[config.mk]
export PLATFORM = sky130hd
export DESIGN_NAME = rgb2hsv_flat
export DESIGN_NICKNAME = d
export VERILOG_FILES = /design/src/rtl/rgb2hsv_pkg.sv /design/src/rtl/rgb2hsv_if.sv /design/src/rtl/rgb2hsv_div.sv /design/src/rtl/rgb2hsv.sv /design/src/flat_wrapper.sv
export SDC_FILE = /design/constraint.sdc
export NUM_CORES = 1
export LEC_CHECK = 0
export ABC_AREA = 1
export BUFFER_PORTS_ARGS = -buffer_cell sky130_fd_sc_hd__clkbuf_2
export CORE_ASPECT_RATIO = 1.75
export CORE_UTILIZATION = 52
export CTS_CLUSTER_DIAMETER = 30
export DETAILED_ROUTE_END_ITERATION = 8
export PLACE_DENSITY = 0.76
export SKIP_CTS_REPAIR_TIMING = 1
export SLEW_MARGIN = 20
export SYNTH_ARGS = -nofsm -noshare
export SYNTH_HDL_FRONTEND = slang
export SYNTH_SLANG_ARGS = --single-unit
export TNS_END_PERCENT = 30
[constraint.sdc]
create_clock -name clk -period 21.5 [get_ports clk]
set_clock_uncertainty 0.15 [all_clocks]
set_input_delay 0 -clock clk [delete_from_list [all_inputs] [get_ports clk]]
set_output_delay 0 -clock clk [all_outputs]
set_load 0.03 [all_outputs]
[src/rtl/rgb2hsv_pkg.sv]
// Shared constants for the RGB->HSV converter: FSM encodings, sextant codes,
// divider iteration count and the exact divide-by-6 multiplier.
package rgb2hsv_pkg;

    typedef enum logic [2:0] {
        ST_IDLE   = 3'd0,
        ST_LOAD   = 3'd1,
        ST_DIVIDE = 3'd2,
        ST_FINAL  = 3'd3,
        ST_DONE   = 3'd4
    } state_t;

    localparam logic [2:0] SEXT_0 = 3'd0;
    localparam logic [2:0] SEXT_1 = 3'd1;
    localparam logic [2:0] SEXT_2 = 3'd2;
    localparam logic [2:0] SEXT_3 = 3'd3;
    localparam logic [2:0] SEXT_4 = 3'd4;
    localparam logic [2:0] SEXT_5 = 3'd5;

    localparam int DIV_ITER   = 9;
    // (h*683)>>12 equals floor(h/6) for every h in 0..1535
    localparam int DIV6_MUL   = 683;
    localparam int DIV6_SHIFT = 12;

endpackage

[src/rtl/rgb2hsv_if.sv]
// Streaming handshake bundle: RGB in with valid/ready, HSV out with valid/ready.
interface rgb2hsv_if;
    logic [23:0] tRGB;
    logic        in_valid;
    logic        in_ready;
    logic [23:0] tHSV;
    logic        out_valid;
    logic        out_ready;

    modport master (output tRGB, in_valid, out_ready,
                    input  in_ready, tHSV, out_valid);
    modport slave  (input  tRGB, in_valid, out_ready,
                    output in_ready, tHSV, out_valid);
endinterface

[src/rtl/rgb2hsv_div.sv]
// Serial restoring divider: 16-bit dividend / 8-bit divisor -> 9-bit quotient
// in DIV_ITER cycles. A zero divisor runs the same cycle count but yields 0.
module rgb2hsv_div
    import rgb2hsv_pkg::*;
(
    input  logic        clk,
    input  logic        rst_n,
    input  logic        start,
    input  logic [15:0] dividend,
    input  logic [7:0]  divisor,
    output logic [8:0]  quotient,
    output logic        done
);

    logic [3:0] cnt;
    logic [8:0] rem;
    logic [8:0] dvd_lo;
    logic [7:0] dsr;
    logic       skip;
    logic [8:0] trial;
    logic       fits;

    // Caller guarantees quotient < 512, so dividend[15:9] < divisor and the
    // partial remainder always fits in 8 bits before the shift.
    always_comb begin
        trial = {rem[7:0], dvd_lo[8]};
        fits  = (trial >= {1'b0, dsr});
    end

    always_ff @(posedge clk or negedge rst_n) begin
        if (!rst_n) begin
            cnt      <= '0;
            rem      <= '0;
            dvd_lo   <= '0;
            dsr      <= '0;
            skip     <= 1'b0;
            quotient <= '0;
        end else if (start) begin
            cnt      <= 4'(DIV_ITER);
            rem      <= {2'b00, dividend[15:9]};
            dvd_lo   <= dividend[8:0];
            dsr      <= divisor;
            skip     <= (divisor == 8'd0);
            quotient <= '0;
        end else if (cnt != 4'd0) begin
            cnt    <= cnt - 4'd1;
            dvd_lo <= {dvd_lo[7:0], 1'b0};
            if (!skip) begin
                rem      <= fits ? (trial - {1'b0, dsr}) : trial;
                quotient <= {quotient[7:0], fits};
            end
        end
    end

    assign done = (cnt == 4'd1);

endmodule

[src/rtl/rgb2hsv.sv]
// RGB -> HSV converter on the 256-step-per-sextant hue circle, fixed 11-cycle
// latency from acceptance to out_valid, one conversion in flight at a time.
//
// state  | meaning
// IDLE   | in_ready high, waiting for in_valid
// LOAD   | operands derived from registered RGB, dividers started
// DIVIDE | both serial dividers iterating (9 cycles)
// FINAL  | clamp f, hue = (sext*256+f)/6, register tHSV
// DONE   | out_valid held until out_ready
module rgb2hsv
    import rgb2hsv_pkg::*;
(
    input logic     clk,
    input logic     rst_n,
    rgb2hsv_if.slave bus
);

    state_t      state, state_nxt;
    logic [7:0]  r, g, b;
    logic [7:0]  vmax, vmin, delta, n;
    logic [2:0]  sext;
    logic [15:0] s_dividend, f_dividend;
    logic [8:0]  s_q, f_q;
    logic        s_done, f_done;
    logic        div_start;
    logic [7:0]  f_clamp, s_out, hue;
    logic [10:0] h;
    logic [19:0] h_prod;
    logic        accept;

    assign accept    = (state == ST_IDLE) && bus.in_valid;
    assign div_start = (state == ST_LOAD);

    // Max ties resolve R > G > B.
    always_comb begin
        sext = SEXT_0;
        n    = '0;
        vmax = r;
        vmin = r;
        if (r >= g && r >= b) begin
            vmax = r;
            if (g >= b) begin
                sext = SEXT_0; n = g - b; vmin = b;
            end else begin
                sext = SEXT_5; n = r - b; vmin = g;
            end
        end else if (g >= b) begin
            vmax = g;
            if (r > b) begin
                sext = SEXT_1; n = g - r; vmin = b;
            end else begin
                sext = SEXT_2; n = b - r; vmin = r;
            end
        end else begin
            vmax = b;
            if (r < g) begin
                sext = SEXT_3; n = b - g; vmin = r;
            end else begin
                sext = SEXT_4; n = r - g; vmin = g;
            end
        end
        delta = vmax - vmin;
    end

    assign s_dividend = 16'(delta) * 16'd255;
    assign f_dividend = {n, 8'h00};

    rgb2hsv_div u_div_s (
        .clk      (clk),
        .rst_n    (rst_n),
        .start    (div_start),
        .dividend (s_dividend),
        .divisor  (vmax),
        .quotient (s_q),
        .done     (s_done)
    );

    rgb2hsv_div u_div_f (
        .clk      (clk),
        .rst_n    (rst_n),
        .start    (div_start),
        .dividend (f_dividend),
        .divisor  (delta),
        .quotient (f_q),
        .done     (f_done)
    );

    always_comb begin
        f_clamp = f_q[8] ? 8'hFF : f_q[7:0];
        s_out   = s_q[8] ? 8'hFF : s_q[7:0];
        h       = {sext, f_clamp};
        h_prod  = 20'(h) * 20'(DIV6_MUL);
        hue     = 8'(h_prod >> DIV6_SHIFT);
        if (delta == 8'd0) begin
            hue   = 8'd0;
            s_out = 8'd0;
        end
    end

    always_comb begin
        state_nxt = state;
        case (state)
            ST_IDLE:   if (bus.in_valid) state_nxt = ST_LOAD;
            ST_LOAD:   state_nxt = ST_DIVIDE;
            ST_DIVIDE: if (s_done && f_done) state_nxt = ST_FINAL;
            ST_FINAL:  state_nxt = ST_DONE;
            ST_DONE:   if (bus.out_ready) state_nxt = ST_IDLE;
            default:   state_nxt = ST_IDLE;
        endcase
    end

    always_ff @(posedge clk or negedge rst_n) begin
        if (!rst_n) begin
            state         <= ST_IDLE;
            r             <= '0;
            g             <= '0;
            b             <= '0;
            bus.tHSV      <= '0;
            bus.out_valid <= 1'b0;
        end else begin
            state <= state_nxt;
            if (accept) begin
                r <= bus.tRGB[23:16];
                b <= bus.tRGB[15:8];
                g <= bus.tRGB[7:0];
            end
            if (state == ST_FINAL) begin
                bus.tHSV      <= {hue, s_out, vmax};
                bus.out_valid <= 1'b1;
            end else if (state == ST_DONE && bus.out_ready) begin
                bus.out_valid <= 1'b0;
            end
        end
    end

    // Held low during reset so nothing is offered to a block being cleared.
    assign bus.in_ready = rst_n && (state == ST_IDLE);

endmodule

[src/flat_wrapper.sv]
// flat-port wrapper written by rule: the top's interface ports become plain ports
module rgb2hsv_flat import rgb2hsv_pkg::*;
  (clk, rst_n, bus_tRGB, bus_in_valid, bus_out_ready, bus_in_ready, bus_tHSV, bus_out_valid);
  rgb2hsv_if bus_i ();
  input logic clk;
  input logic rst_n;
  input wire logic [$bits(bus_i.tRGB)-1:0] bus_tRGB;
  input wire logic [$bits(bus_i.in_valid)-1:0] bus_in_valid;
  input wire logic [$bits(bus_i.out_ready)-1:0] bus_out_ready;
  output wire logic [$bits(bus_i.in_ready)-1:0] bus_in_ready;
  output wire logic [$bits(bus_i.tHSV)-1:0] bus_tHSV;
  output wire logic [$bits(bus_i.out_valid)-1:0] bus_out_valid;
  assign bus_i.tRGB = bus_tRGB;
  assign bus_i.in_valid = bus_in_valid;
  assign bus_i.out_ready = bus_out_ready;
  assign bus_in_ready = bus_i.in_ready;
  assign bus_tHSV = bus_i.tHSV;
  assign bus_out_valid = bus_i.out_valid;
  rgb2hsv u_core (.clk(clk), .rst_n(rst_n), .bus(bus_i));
endmodule
==> results.md <==
- The flow ran to the end, and the final reports show no timing, DRC or antenna violations.
- The tool flagged a number of max-cap violations equal to 0.
- The number of rows created at floorplan is 74.
- The post-synthesis instance area is 12,490 um2.
- The remaining routing DRC violations is 0.
- STA puts the critical path data arrival time at 8.50 ns.
- The maximum operating frequency is 0.1200 GHz.
- The count of buffer and inverter cells on the critical path is 6.
- The simple logic cell fraction of the synthesized area is 22.01%.
- The wire length of the first global-routing pass is 56,420 um.
- The aggregate negative setup slack is 0 ns.
- The endpoint kind of the worst setup timing path is a register.
- The count of flip-flops with a built-in enable after synthesis is 0.
- The worst-path cell with the longest stage delay is fa_1.
- Dividing the detail-routed via count by the number of cells gives 5.571.
- The root buffer cell is clkbuf_16.
- The die boundary height is approximately 210 um.
- Averaged over all synthesized cells, the footprint is 7.518 um2.
- With fillers left out, the area of the finished cells amounts to 13,870 um2.
- The share of the clock period used by the worst path is 38.75%.
- Of all nets on the critical path, the largest fanout is 28.
- The adder and majority gate portion of the synthesized area is around 26%.
- The gate count after technology mapping is between 1,500 and 2,000.
- Synthesis produced a netlist with a net count of 1,915.
- The worst min-delay path category is primary input to asynchronous set/reset pin.
- Among all flip-flop cells after synthesis, the most frequent one is dfrtp_1.
- Detailed placement ended at an HPWL of 27,890 um.
- The slew at the pin with the worst max-slew slack is about 0.99 ns.
- Setup repair after global routing left no endpoint under its margin.
- CTS saw 122 sinks.
- The count of endpoints failing hold in the final timing report is 0.
- The number of buffers on the longest clock path is 2.
- The clock transition at the registers of the reported paths is around 0.06 ns.
- The startpoint kind of the worst setup timing path is a register.
- The region available for standard cell placement spans 23,430 um2.
- After synthesis, the share of cell area in mux cells is 0%.
- The first TritonRoute pass finished after 7 iterations.
- The compound-gate portion of the synthesized area is 14.00%.
- The startpoint of the worst-slack reg-to-reg timing path is u_core.g[4].
- The initial antenna violation count is 0.
- The number of distinct library cells after synthesis is 50.
- The via count of the first global-routing pass is 11,550.
- The dominant combinational cell family by area after synthesis is adder cells.
- The number of placed I/O pins is 54.
- On the worst path, the slowest cell contributes a delay of 0.54 ns.
- The total cell area at the placement stage is 12,980 um2.
- The number of levels the H-tree was split into is 4.
- The combined global-route utilization of all metal layers is 29.57%.
- For the worst-skew pair, the clock arrives at the later sink with an insertion delay of 0.44 ns.
- Routability-driven placement finished with a final weighted congestion of 0.9867.
- The clock tree from TritonCTS is built.
- The final-report max-slew violation count was 0.
- The post-route netlist has around 8.2% of its cells at a drive strength greater than 1.
- The number of antenna diodes is 0.
- Of all flip-flops after synthesis, the portion carrying an async set or reset was between 90% and 100%.
- After global routing the overflow that remains totals 0.
- The sequential share of the synthesized area is between 20% and 30%.
- During synthesis, Yosys emitted a total of 0 warnings.
- The total die area is approximately 25,000 um2.
- Setup violations remaining at the end of the flow were counted as 0.
- The initial cell density of the core is 53.31%.
- The XOR/XNOR share of the synthesized area is 3.437%.
- Data on the critical path is required at its endpoint by 21.67 ns.
- Wires add up to about 35,000 um.
- Among cell families on the critical path, the largest total delay comes from adder cells.
- The iteration-0 DRC count of the detailed router is 668.
- The routed wirelength normalized by instance count is 17.32 um.
- The number of flip-flops and latches in the synthesized netlist is 122.
- The final layout contains 1,985 nets.
- The worst-case headroom to the max-slew limit is 34.22%.
- The worst setup path is of the register to register kind.
- Among the stages of the critical path, the cell type that occurs most often is nand2_1.
- The endpoint identified for the worst register-to-register timing path is u_core.u_div_s.rem[3].
- In this run the remaining antenna-violating nets after routing total 0.
- The largest net degree at the start of global routing is 71.
- The number of clock buffers added by TritonCTS is 17.
- In this run the tool buffered the top-level ports with 53 buffer cells.
- The register-to-register setup slack is 13.17 ns.
- Summing over every cut layer, the via total after detailed routing is 11,410.
- Counting cells, the worst reg-to-reg path comes to 36.
- The width of the chip is around 120 um.
- The shortest period the worst path allows is 8.331 ns.
- The relative area change from synthesis to final layout is 11.03%.
-- stage by stage --
stage	hold WS [ns]	utilization (%)	worst slack, ns	instances
after floorplan	-0.4456	-	14.61	1661
after global placement	-0.04933	55.43	13.54	1988
after detailed placement	-0.05095	55.43	13.35	1988
after CTS	-0.5154	58.00	13.33	2020
after global routing	0.06988	59.19	12.72	2048
final	0.003215	59.19	13.17	2048
-- area by class of cell --
| class | count | area [um2] |
|---|---|---|
| clock inverters | 15 | 176.4 |
| repair buffers | 85 | 578.1 |
| clock buffers | 17 | 425.4 |
| well taps | 304 | 380.4 |
| fillers | 2135 | 9559 |
| inverters | 290 | 1089 |
| multi-input cells | 1215 | 8164 |
| flip-flops and latches | 122 | 3053 |
-- layout by cell type, fill, tap and decap left out, drive strengths merged, types with 2 or more instances in the layout --
master,instances
or2,8
o22ai,20
inv,299
nand3,103
a21o,7
o221ai,8
dfrtp,122
bufinv,2
buf,5
clkinv,2
clkinvlp,2
xor2,37
nor2,91
xnor2,9
fa,54
o21ai,101
o21bai,9
o31ai,5
nand3b,4
o211ai,11
ha,172
and3,2
nand4,15
a211oi,3
a21oi,123
nand2,398
dlygate4sd3,28
o21a,5
nor3,14
a31oi,10
clkbuf,69
-- cells in the mapped netlist (2+ instances only) --
| cell type | count | area, um2 |
|---|---|---|
| nor3_4 | 2 | 32.53 |
| o21ai_2 | 3 | 26.28 |
| o21bai_1 | 9 | 67.56 |
| o211ai_1 | 11 | 82.58 |
| nand2_2 | 10 | 62.56 |
| nor2_2 | 4 | 25.02 |
| a211oi_1 | 3 | 22.52 |
| nand3b_1 | 4 | 30.03 |
| ha_1 | 172 | 2152 |
| o221ai_1 | 8 | 70.07 |
| nor2_1 | 83 | 311.6 |
| clkbuf_1 | 18 | 67.56 |
| nor2_4 | 4 | 45.04 |
| o21a_1 | 5 | 37.54 |
| buf_4 | 4 | 30.03 |
| o22ai_1 | 20 | 125.1 |
| xnor2_1 | 9 | 78.83 |
| nand3_1 | 101 | 505.5 |
| o31ai_1 | 5 | 37.54 |
| inv_2 | 11 | 41.29 |
| nand3_2 | 2 | 20.02 |
| o21ai_1 | 9 | 45.04 |
| nor3_1 | 12 | 60.06 |
| or2_2 | 8 | 50.05 |
| dfrtp_1 | 122 | 3053 |
| inv_1 | 279 | 1047 |
| nand2_1 | 385 | 1445 |
| and3_1 | 2 | 12.51 |
| buf_6 | 5 | 56.30 |
| fa_1 | 54 | 1081 |
| nand4_1 | 14 | 87.58 |
| a31oi_1 | 10 | 62.56 |
| nand2_4 | 3 | 33.78 |
| xor2_1 | 35 | 306.5 |
| a21oi_1 | 123 | 615.6 |
| buf_2 | 5 | 25.02 |
| o21ai_0 | 89 | 445.4 |
| a21o_1 | 6 | 45.04 |
-- worst reg2reg max path, delay by kind of cell, from the launching register on --
kind	cells	cell delay, ns
flops	1	0.52
fa+ha+maj	8	3.24
xor+xnor	3	0.64
compound gates	4	0.72
buf+inv	6	0.65
simple gates	15	2.29
-- worst max path at each step --
| stage | startpoint | end | slack, ns | cells after the start |
|---|---|---|---|---|
| floorplan | u_core.g[0] | u_core.u_div_s.rem[3] | 14.61 | 37 |
| global placement | u_core.g[4] | u_core.u_div_s.rem[5] | 13.54 | 36 |
| detailed placement | u_core.g[0] | u_core.u_div_s.rem[4] | 13.35 | 38 |
| CTS | u_core.g[0] | u_core.u_div_s.rem[4] | 13.33 | 38 |
| global route | u_core.g[4] | u_core.u_div_s.rem[2] | 12.72 | 36 |
| finish | u_core.g[4] | u_core.u_div_s.rem[3] | 13.17 | 36 |
-- cells by family after synthesis --
logic type,after synthesis
AND/OR/NAND/NOR,636
buffers and inverters,324
AO/OA/AOI/OAI,307
adder cells (fa/ha/maj),226
flip-flops,122
XOR/XNOR,46
-- per-layer routing --
layer | up-vias | part of all wire, % | wire [um] | global-route usage (%)
li1 | 5568 | - | - | -
met1 | 5315 | 35 | 12330 | 28.33
met2 | 362 | 53 | 18920 | 55.31
met3 | 164 | 3.7 | 1298 | 4.213
met4 | 0 | 8.2 | 2920 | 23.18
met5 | - | 0 | 0 | 0
-- flip-flops by register name, indices dropped and copies added, names as in the netlist --
name,cells
u_core.u_div_s.dvd_lo,9
u_core.b,8
u_core.u_div_s.quotient,9
u_core.state,3
u_core.bus.tHSV,24
u_core.u_div_s.cnt,4
u_core.u_div_f.cnt,4
u_core.u_div_f.dvd_lo,1
u_core.r,8
u_core.u_div_f.dsr,8
u_core.u_div_f.quotient,9
u_core.u_div_s.dsr,8
u_core.u_div_s.skip,1
u_core.g,8
u_core.u_div_s.rem,8
u_core.u_div_f.skip,1
u_core.u_div_f.rem,8
u_core.bus.out_valid,1
Power is left out: the tool's default activity adds up to more than one toggle a clock period on the data nets, which glitch-free logic cannot reach.
